**src/rtl/id_ex_reg_if.sv**
```systemverilog
// Pipeline stage bundle: valid/ready handshake plus the decoded-instruction payload.
// master drives valid and payload; slave returns ready.
interface id_ex_reg_if;
  logic        valid;
  logic        ready;
  logic [31:0] pc;
  logic [31:0] rs1_data;
  logic [31:0] rs2_data;
  logic [31:0] imm;
  logic [4:0]  rs1;
  logic [4:0]  rs2;
  logic [4:0]  rd;
  logic [2:0]  funct3;
  logic [10:0] ctrl;

  modport master (
    output valid, pc, rs1_data, rs2_data, imm, rs1, rs2, rd, funct3, ctrl,
    input  ready
  );

  modport slave (
    input  valid, pc, rs1_data, rs2_data, imm, rs1, rs2, rd, funct3, ctrl,
    output ready
  );
endinterface

```
**src/rtl/id_ex_reg.sv**
```systemverilog
// ID/EX pipeline register with load-use bubble insertion, flush and a saturating
// stall counter.
module id_ex_reg (
  input  logic        clk,
  input  logic        rst_n,
  id_ex_reg_if.slave  id,
  id_ex_reg_if.master ex,
  input  logic        flush,
  output logic [15:0] stall_count
);
  logic        ex_valid_q;
  logic [31:0] ex_pc_q;
  logic [31:0] ex_rs1_data_q;
  logic [31:0] ex_rs2_data_q;
  logic [31:0] ex_imm_q;
  logic [4:0]  ex_rs1_q;
  logic [4:0]  ex_rs2_q;
  logic [4:0]  ex_rd_q;
  logic [2:0]  ex_funct3_q;
  logic [10:0] ex_ctrl_q;
  logic [15:0] stall_cnt_q;

  logic advance;
  logic hazard;

  always_comb begin
    advance = !ex_valid_q || ex.ready;
    // Load in EX whose result a dependent instruction in ID needs right now.
    hazard  = ex_valid_q && ex_ctrl_q[7] && (ex_rd_q != 5'd0) && id.valid &&
              ((ex_rd_q == id.rs1) || (ex_rd_q == id.rs2));
    id.ready = advance && (!hazard || flush);
  end

  always_ff @(posedge clk) begin
    if (!rst_n) begin
      ex_valid_q    <= 1'b0;
      ex_pc_q       <= '0;
      ex_rs1_data_q <= '0;
      ex_rs2_data_q <= '0;
      ex_imm_q      <= '0;
      ex_rs1_q      <= '0;
      ex_rs2_q      <= '0;
      ex_rd_q       <= '0;
      ex_funct3_q   <= '0;
      ex_ctrl_q     <= '0;
      stall_cnt_q   <= '0;
    end else if (advance) begin
      if (flush) begin
        ex_valid_q <= 1'b0;
        ex_ctrl_q  <= '0;
      end else if (hazard) begin
        ex_valid_q <= 1'b0;
        ex_ctrl_q  <= '0;
        if (stall_cnt_q != 16'hFFFF) begin
          stall_cnt_q <= stall_cnt_q + 16'd1;
        end
      end else begin
        ex_valid_q    <= id.valid;
        ex_pc_q       <= id.pc;
        ex_rs1_data_q <= id.rs1_data;
        ex_rs2_data_q <= id.rs2_data;
        ex_imm_q      <= id.imm;
        ex_rs1_q      <= id.rs1;
        ex_rs2_q      <= id.rs2;
        ex_rd_q       <= id.rd;
        ex_funct3_q   <= id.funct3;
        ex_ctrl_q     <= id.valid ? id.ctrl : '0;
      end
    end
  end

  assign ex.valid    = ex_valid_q;
  assign ex.pc       = ex_pc_q;
  assign ex.rs1_data = ex_rs1_data_q;
  assign ex.rs2_data = ex_rs2_data_q;
  assign ex.imm      = ex_imm_q;
  assign ex.rs1      = ex_rs1_q;
  assign ex.rs2      = ex_rs2_q;
  assign ex.rd       = ex_rd_q;
  assign ex.funct3   = ex_funct3_q;
  assign ex.ctrl     = ex_ctrl_q;
  assign stall_count = stall_cnt_q;
endmodule

```
**src/flat_wrapper.sv**
```systemverilog
// flat-port wrapper written by rule: the top's interface ports become plain ports
module id_ex_reg_flat 
  (clk, rst_n, flush, stall_count, id_valid, id_pc, id_rs1_data, id_rs2_data, id_imm, id_rs1, id_rs2, id_rd, id_funct3, id_ctrl, id_ready, ex_valid, ex_pc, ex_rs1_data, ex_rs2_data, ex_imm, ex_rs1, ex_rs2, ex_rd, ex_funct3, ex_ctrl, ex_ready);
  id_ex_reg_if id_i ();
  id_ex_reg_if ex_i ();
  input  logic clk;
  input  logic rst_n;
  input  logic flush;
  output logic [15:0] stall_count;
  input wire logic [$bits(id_i.valid)-1:0] id_valid;
  input wire logic [$bits(id_i.pc)-1:0] id_pc;
  input wire logic [$bits(id_i.rs1_data)-1:0] id_rs1_data;
  input wire logic [$bits(id_i.rs2_data)-1:0] id_rs2_data;
  input wire logic [$bits(id_i.imm)-1:0] id_imm;
  input wire logic [$bits(id_i.rs1)-1:0] id_rs1;
  input wire logic [$bits(id_i.rs2)-1:0] id_rs2;
  input wire logic [$bits(id_i.rd)-1:0] id_rd;
  input wire logic [$bits(id_i.funct3)-1:0] id_funct3;
  input wire logic [$bits(id_i.ctrl)-1:0] id_ctrl;
  output wire logic [$bits(id_i.ready)-1:0] id_ready;
  output wire logic [$bits(ex_i.valid)-1:0] ex_valid;
  output wire logic [$bits(ex_i.pc)-1:0] ex_pc;
  output wire logic [$bits(ex_i.rs1_data)-1:0] ex_rs1_data;
  output wire logic [$bits(ex_i.rs2_data)-1:0] ex_rs2_data;
  output wire logic [$bits(ex_i.imm)-1:0] ex_imm;
  output wire logic [$bits(ex_i.rs1)-1:0] ex_rs1;
  output wire logic [$bits(ex_i.rs2)-1:0] ex_rs2;
  output wire logic [$bits(ex_i.rd)-1:0] ex_rd;
  output wire logic [$bits(ex_i.funct3)-1:0] ex_funct3;
  output wire logic [$bits(ex_i.ctrl)-1:0] ex_ctrl;
  input wire logic [$bits(ex_i.ready)-1:0] ex_ready;
  assign id_i.valid = id_valid;
  assign id_i.pc = id_pc;
  assign id_i.rs1_data = id_rs1_data;
  assign id_i.rs2_data = id_rs2_data;
  assign id_i.imm = id_imm;
  assign id_i.rs1 = id_rs1;
  assign id_i.rs2 = id_rs2;
  assign id_i.rd = id_rd;
  assign id_i.funct3 = id_funct3;
  assign id_i.ctrl = id_ctrl;
  assign id_ready = id_i.ready;
  assign ex_valid = ex_i.valid;
  assign ex_pc = ex_i.pc;
  assign ex_rs1_data = ex_i.rs1_data;
  assign ex_rs2_data = ex_i.rs2_data;
  assign ex_imm = ex_i.imm;
  assign ex_rs1 = ex_i.rs1;
  assign ex_rs2 = ex_i.rs2;
  assign ex_rd = ex_i.rd;
  assign ex_funct3 = ex_i.funct3;
  assign ex_ctrl = ex_i.ctrl;
  assign ex_i.ready = ex_ready;
  id_ex_reg u_core (.clk(clk), .rst_n(rst_n), .id(id_i), .ex(ex_i), .flush(flush), .stall_count(stall_count));
endmodule
```
**config.mk**
```make
export PLATFORM = sky130hd
export DESIGN_NAME = id_ex_reg_flat
export DESIGN_NICKNAME = d
export VERILOG_FILES = /design/src/rtl/id_ex_reg_if.sv /design/src/rtl/id_ex_reg.sv /design/src/flat_wrapper.sv
export SDC_FILE = /design/constraint.sdc
export NUM_CORES = 1
export LEC_CHECK = 0
export BUFFER_PORTS_ARGS = -buffer_cell sky130_fd_sc_hd__buf_2
export CAP_MARGIN = 20
export CORE_AREA = 2 2 181 183
export CTS_BUF_LIST = sky130_fd_sc_hd__clkbuf_8 sky130_fd_sc_hd__clkbuf_16
export DETAILED_ROUTE_END_ITERATION = 10
export DIE_AREA = 0 0 183 185
export HOLD_SLACK_MARGIN = 0.1
export SYNTH_ARGS = -nofsm -noshare
export SYNTH_HDL_FRONTEND = slang
export SYNTH_SLANG_ARGS = --single-unit
```
**constraint.sdc**
```tcl
create_clock -name clk -period 5.7 [get_ports clk]
set_clock_uncertainty 0.05 [all_clocks]
set_input_delay 1.14 -clock clk [delete_from_list [all_inputs] [get_ports clk]]
set_output_delay 1.14 -clock clk [all_outputs]
set_load 0.03 [all_outputs]
```
==> Word level (Yosys, flattened, before mapping) <==
Index checks and enable logic that the tools add are counted.
{ "classes": {"eq_ne": 3, "bitwise": 2, "addsub": 1, "muxes": 5, "reduce_logical": 13} }
{ "op_table": {"columns": ["operator", "n"], "rows": [
  ["11-bit 2-to-1 mux", 3],
  ["16-bit by 1-bit adder with 16-bit output (second input constant)", 1],
  ["16-bit inequality test (second input constant)", 1],
  ["5-bit == test", 2],
  ["1-bit logical AND", 5],
  ["5-bit nonzero test", 1],
  ["4-bit AND reduction", 1],
  ["1-bit logical OR", 3],
  ["3-bit AND reduction", 1],
  ["1-bit zero test", 2],
  ["1-bit 2-to-1 mux", 2],
  ["1-bit NOT", 2]
]} }
{ "word_totals": {"ff_bits": 174, "output_inout_bits": 175, "wordCells": 35} }

==> Longest topological paths before layout <==
Gate-level depths: netlist of run 1.
{ "depth": {"depth_word": 7, "mapped_depth": 9, "depth_no_buf": 6} }

==> Least setup slack after synthesis of run 1 <==
No wires, ideal clock.
{ "synth_timing": {"path_type": "input to output", "startpoint": "input port id_rs1[1]", "endpoint": "output port id_ready", "stages": 4, "path_buffers": 0, "arrival_ns": 2.053, "slack_ns": 2.457, "cell_sequence": "xnor2_1 nand3_1 o22ai_1 a31oi_1"} }
{ "synth_between": {"elab_chain_cells": 6} }
{ "synth_lines": {"columns": ["element", "line", "rtl"], "rows": [
  ["start: declaration", "flat_wrapper.sv:15", "input wire logic [$bits(id_i.rs1)-1:0] id_rs1;"],
  ["5-bit == test", "id_ex_reg.sv:30", "((ex_rd_q == id.rs1) || (ex_rd_q == id.rs2));"],
  ["1-bit logical OR", "id_ex_reg.sv:30", null],
  ["1-bit logical AND", "id_ex_reg.sv:29", "hazard = ex_valid_q && ex_ctrl_q[7] && (ex_rd_q != 5'd0) && id.valid &&"],
  ["1-bit zero test", "id_ex_reg.sv:31", "id.ready = advance && (!hazard || flush);"],
  ["1-bit logical OR", "id_ex_reg.sv:31", null],
  ["1-bit logical AND", "id_ex_reg.sv:31", null],
  ["end: declaration", "flat_wrapper.sv:20", "output wire logic [$bits(id_i.ready)-1:0] id_ready;"]
]} }
No other way between the ends.

==> Final worst setup path of run 1 <==
{ "layout_timing": {"startpoint": "input port id_rs1[4]", "endpoint": "output port id_ready"} }
The elaborated chain is that of the path after synthesis.

==> out/metrics.cfg, run 1 <==
[outcome]
status=finished clean

[global_routing]
grt_overflow=0
grt_usage_pct=16.13
grt_pass1_wl_mm=45.40
grt_pass1_vias=8832
grt_max_degree=169
antenna_found_initial=2

[yosys]
post_synth_num_cell_types=37
ys_ff_latch=174
ys_seq_area_share_pct=36.89
syn_nets=1328
synth_area_mm2=0.009442
synth_area_per_cell_um2=8.104
ys_warn_count=0
syn_inst=1165

[clocking]
cts_setup_buffers=0
insertion_delay_ps=430
h-tree-depth=4
cts-hold-fix-buffers=0
numClockSinks=174
post_cts_resized=0
cts_inserted_buffers=17
cts-root-buf=clkbuf_16
cts_tree=done
clk_pin_slew_ps=70
clk_path_buf_depth=2

[floorplanning]
die_area_mm2=0.03386
placementRows=66
start_util_pct=29.47
die_h_um=185
pin_count=337
die_width_um=183
core_area_mm2=0.03204

[final_layout]
syn_to_final_growth_pct=25.79
post-route-util_pct=37.07
final_cells=1817
nets=1557
mostFrequentLayoutCells=335 x buf_2, 314 x nand2_1, 174 x dfxtp_1
layout-drive-gt1-share_pct=27.10
final_common_cell=buf_2

[setup_path]
crit_type=in2out
crit_end=id_ready
worstSetupEndpointType=primary output
cp_cell_sequence=buf_2 > xnor2_1 > nand3_1 > o22ai_1 > a31oi_1 > buf_2
path_delay_family=compound AO/OA/AOI/OAI gates
crit_start=id_rs1[4]
critPathRequiredTime_ps=4510
reg2regPathDepth=4
path_buf_inv=2
critPathMaxFanout=3
critical-path-max-stage-delay_ps=440
crit_top_cell=buf_2
r2r_end=u_core.ex.rs1_data[21]
r2r-start=u_core.ex.rd[2]
regToRegSetupSlack_ps=2710
critPathLaunchType=primary input
worst-path-stages=6
cp_slowest_cell=o22ai_1
worstPathArrival_ps=2420

[detailed_routing]
route.detailed.drc=0
via_per_inst=5.424
firstDrtPassIters=4
via_count=9855
wl_per_cell_um=15.77
drtIter0Drc=618
routed_wl_mm=28.66
antenna_left=0

[timing]
timing.slew.headroom_pct=41.30
setup_tns_ps=0
fmax_mhz=276.7
worst_slack_ps=2087
fin_crit_sh_pct=63.39
min_period_ps=3613
final-hold-violation-count=0
setup_viol=0
maxSlewViolCount=0
fin_hold_ws_ps=422.4
worst_slew_pin_slew_ps=880.5
rsz0062_at_grt=false

[hold_path]
hold_class=reg2reg

[place]
dpl.cell_count=1783
place_congestion=0.7683
portBuffers=336
dp_hpwl_mm=18.08
place_ws_ps=2051

[flow_run]
drv_cap=0

[power_and_ir_drop]
power_density_mw_per_mm2=295.9
vdd_drop_max_mv=0.1931
p_leak_nw=5.299

## registers in the layout, summed over array words and instances, names as in the netlist, 5 cells and up
name	flops
u_core.ex.ctrl	11
u_core.ex.imm	32
u_core.ex.pc	32
u_core.ex.rd	5
u_core.ex.rs1	5
u_core.ex.rs1_data	32
u_core.ex.rs2	5
u_core.ex.rs2_data	32
u_core.stall_count	16
## metal layers
layer | track usage (%) | vias up | share of wire, %
li1 | - | 4887 | -
met1 | 21.28 | 4670 | 46
met2 | 25.45 | 264 | 46
met3 | 4.385 | 32 | 6.4
met4 | 5.376 | 2 | 1.8
met5 | 0 | - | 0.045
## stage by stage
step           cell area [um^2]  power, mW
2_1_floorplan              9442      2.027
3_3_place_gp              11250      2.269
3_5_place_dp              11250      2.284
4_1_cts                   11870      3.562
5_1_grt                   11870      3.691
6_report                  11880      3.514
## final cells by class
class | count | area (um^2)
well taps | 408 | 510.5
diodes | 3 | 7.507
clock inverters | 10 | 137.6
multi-input cells | 852 | 5418
clock buffers | 21 | 480.5
flip-flops and latches | 174 | 3483
inverters | 3 | 11.26
repair buffers | 346 | 1828
fillers | 3403 | 20160
## Yosys cell counts
| master | instances | area share (%) |
|---|---|---|
| a211oi_1 | 1 | 0.080 |
| a21o_1 | 1 | 0.080 |
| a21oi_1 | 6 | 0.32 |
| a22o_1 | 11 | 1.0 |
| a2bb2oi_1 | 146 | 14 |
| a31oi_1 | 1 | 0.066 |
| a41o_1 | 1 | 0.11 |
| and2_1 | 1 | 0.066 |
| and3_1 | 147 | 9.7 |
| and4_1 | 2 | 0.19 |
| buf_1 | 8 | 0.32 |
| buf_2 | 15 | 0.80 |
| buf_6 | 3 | 0.36 |
| clkbuf_1 | 110 | 4.4 |
| dfxtp_1 | 174 | 37 |
| ha_1 | 1 | 0.13 |
| inv_1 | 3 | 0.12 |
| mux2i_1 | 11 | 1.2 |
| nand2_1 | 314 | 12 |
| nand2b_1 | 11 | 0.73 |
| nand3_1 | 12 | 0.64 |
| nand4_1 | 2 | 0.13 |
| nand4bb_1 | 1 | 0.12 |
| nor2_1 | 3 | 0.12 |
| nor2b_1 | 1 | 0.066 |
| nor3_1 | 3 | 0.16 |
| nor3b_1 | 1 | 0.080 |
| nor4_1 | 4 | 0.26 |
| nor4_2 | 1 | 0.13 |
| nor4b_2 | 1 | 0.16 |
| o2111a_1 | 1 | 0.12 |
| o22a_2 | 1 | 0.11 |
| o22ai_1 | 1 | 0.066 |
| o311ai_0 | 146 | 14 |
| o31ai_1 | 5 | 0.40 |
| or4_1 | 5 | 0.40 |
| xnor2_1 | 10 | 0.93 |
## worst min-delay path by stage
stage / from / cells past startpoint / end / slack [ps]
after CTS: u_core.ex.ctrl[9] / 1 / u_core.ex.ctrl[9] / 420
final: u_core.ex.ctrl[9] / 1 / u_core.ex.ctrl[9] / 420
after global routing: u_core.ex.ctrl[1] / 1 / u_core.ex.ctrl[1] / 440
after global placement: u_core.ex.ctrl[0] / 1 / u_core.ex.ctrl[0] / 400
after floorplan: u_core.stall_count[9] / 2 / u_core.stall_count[9] / 550
after detailed placement: u_core.ex.ctrl[9] / 1 / u_core.ex.ctrl[9] / 400
## cells by family (layout without fill, tap and decap cells)
kind of cell / Yosys count / in the layout / share of synthesized area [%]
other: 0 / 3 / 0
adder cells (fa/ha/maj): 1 / 1 / 0.1325
flip-flops: 174 / 174 / 36.89
XOR/XNOR: 10 / 10 / 0.9276
multiplexers: 11 / 11 / 1.166
AND/OR/NAND/NOR: 509 / 509 / 25.47
buffers and inverters: 139 / 380 / 5.963
AO/OA/AOI/OAI: 321 / 321 / 29.45
## where the power goes
group          switching, mW  leakage, nW  internal (mW)
clock network          0.526        0.295          0.734
registers             0.0644         1.45           1.34
logic                  0.549         3.56          0.305
total                   1.14         5.30           2.37
No activity file was read; power rests on OpenSTA's default activity.
==> run 2: changes to the inputs <==
Clock period 5.7 ns to 3.1 ns, I/O delays scaled along.
==> out/metrics.cfg, run 2 (synthesis results as in run 1) <==
[outcome]
status=finished clean

[power_and_ir_drop]
vdd_drop_max_mv=0.3657
seqPwrFrac_pct=39.4
sw_frac_of_total_pct=32.45
p_leak_nw=5.374
power_density_mw_per_mm2=544.6
clkPwrFrac_pct=36.4
switchingPower_mw=2.120
pwr-share-comb_pct=24.2
intPower_mw=4.414

[flow_run]
drv_cap=0

[final_layout]
nets=1566
mostFrequentLayoutCells=335 x buf_2, 314 x nand2_1, 174 x dfxtp_1
post-route-util_pct=37.45
antennaDiodeCount=0
final_common_cell=buf_2
layout-drive-gt1-share_pct=27.68
nFillCells=3290
syn_to_final_growth_pct=27.07
final_area_mm2=0.01200

[clocking]
post_cts_resized=0
cts-root-buf=clkbuf_16
cts_inserted_buffers=17
cts-hold-fix-buffers=0
numClockSinks=174
cts_tree=done
h-tree-depth=4
cts_setup_buffers=0
clk_path_buf_depth=2
insertion_delay_ps=440
clk_pin_slew_ps=70

[global_routing]
globalRouteMet2Util_pct=25.88
grt_max_degree=175
antenna_found_initial=2
grt.busiest_layer=met2
grt_overflow=0
grt_pass1_vias=8755
met3_usage_pct=4.640
grt_usage_pct=16.30
grt_pass1_wl_mm=45.48
use_met1_pct=21.01

[setup_path]
worst-path-stages=4
cp_cell_sequence=nor4_1 > a21oi_1 > a31oi_1 > buf_2
path_delay_family=simple AND/OR/NAND/NOR gates
critPathMaxFanout=5
crit_type=reg2out
critPathLaunchType=register
worstSetupEndpointType=primary output
critPathRequiredTime_ps=2430
critical-path-max-stage-delay_ps=680
cp_slowest_cell=nor4_1
reg2regPathDepth=4
worstPathArrival_ps=2210
path_buf_inv=1

[floorplanning]
die_h_um=185
placementRows=66
die_width_um=183
start_util_pct=29.47
pin_count=337
core_area_mm2=0.03204
die_area_mm2=0.03386

[timing]
fmax_mhz=347.1
final-hold-violation-count=0
worst_slew_pin_slew_ps=736.8
fin_crit_sh_pct=92.94
setup_tns_ps=0
timing.slew.headroom_pct=50.43
maxSlewViolCount=0
min_period_ps=2881
fin_hold_ws_ps=347.0
rsz0062_at_grt=false
worst_slack_ps=219.0
setup_viol=0

[detailed_routing]
drtIter0Drc=554
route.detailed.drc=0
antenna_left=0
via_count=9838
wl_per_cell_um=15.69
firstDrtPassIters=5
routed_wl_mm=28.62
via_per_inst=5.394

[place]
portBuffers=336
place_ws_ps=518.7
place_area_mm2=0.01136
place_congestion=0.7944
dp_hpwl_mm=18.82

[hold_path]
hold_class=in2reg
hold_depth=2

run 2: cell types whose count changed in the layout (fill, tap and decap cells not counted), sizes merged, moves of 3 or more:
| cell | before | now |
|---|---|---|
| diode | 3 | 0 |
| inv | 4 | 7 |
| buf | 345 | 354 |
| clkinv | 2 | 5 |
| clkbuf | 22 | 19 |
| clkinvlp | 4 | 1 |
run 2: layer usage:
metal / up-vias / share of wire, % / routed length, um
li1: 4905 / - / -
met5: - / 0.094 / 27
met3: 34 / 6.7 / 1916
met2: 264 / 47 / 13310
met1: 4631 / 45 / 12810
met4: 4 / 1.9 / 555
run 2: final cells by class:
class                           count  area (um^2)  share of cell area (%)
Inverter                            3        11.26                 0.09386
Clock inverter                     14        202.7                   1.689
Clock buffer                       18        439.2                   3.660
Sequential cell                   174         3483                   29.03
Timing Repair Buffer              355         1933                   16.11
Multi-Input combinational cell    852         5418                   45.16
Tap cell                          408        510.5                   4.255
run 2: final timing paths:
path                             to         startpoint  slack, ps
setup / recovery           id_ready    u_core.ex.rd[3]        220
hold / removal    u_core.ex.ctrl[1]         id_ctrl[1]        350
setup reg to reg  u_core.ex.ctrl[2]    u_core.ex.rd[3]        690
hold reg to reg   u_core.ex.ctrl[8]  u_core.ex.ctrl[8]        420
run 2: power groups by stage:
stage	clock network, mW	logic, mW	registers [mW]
6_report	2.38	1.58	2.57
5_1_grt	2.56	1.72	2.60
4_1_cts	2.46	1.59	2.57
3_5_place_dp	0	1.59	2.62
3_3_place_gp	0	1.56	2.62
2_1_floorplan	0	0.678	3.05
run 2: per-stage QoR:
stage          total power [mW]  std cells
3_5_place_dp              4.211       1792
6_report                  6.534       1824
5_1_grt                   6.876       1824
2_1_floorplan             3.727       1165
4_1_cts                   6.627       1824
3_3_place_gp              4.182       1792
run 2: worst reg2reg max path, stage by stage, from the launching register on:
cell      delay [ps]
dfxtp_1          380
nor4_1           680
a21o_4           510
o2111a_1         520
a22o_1           220
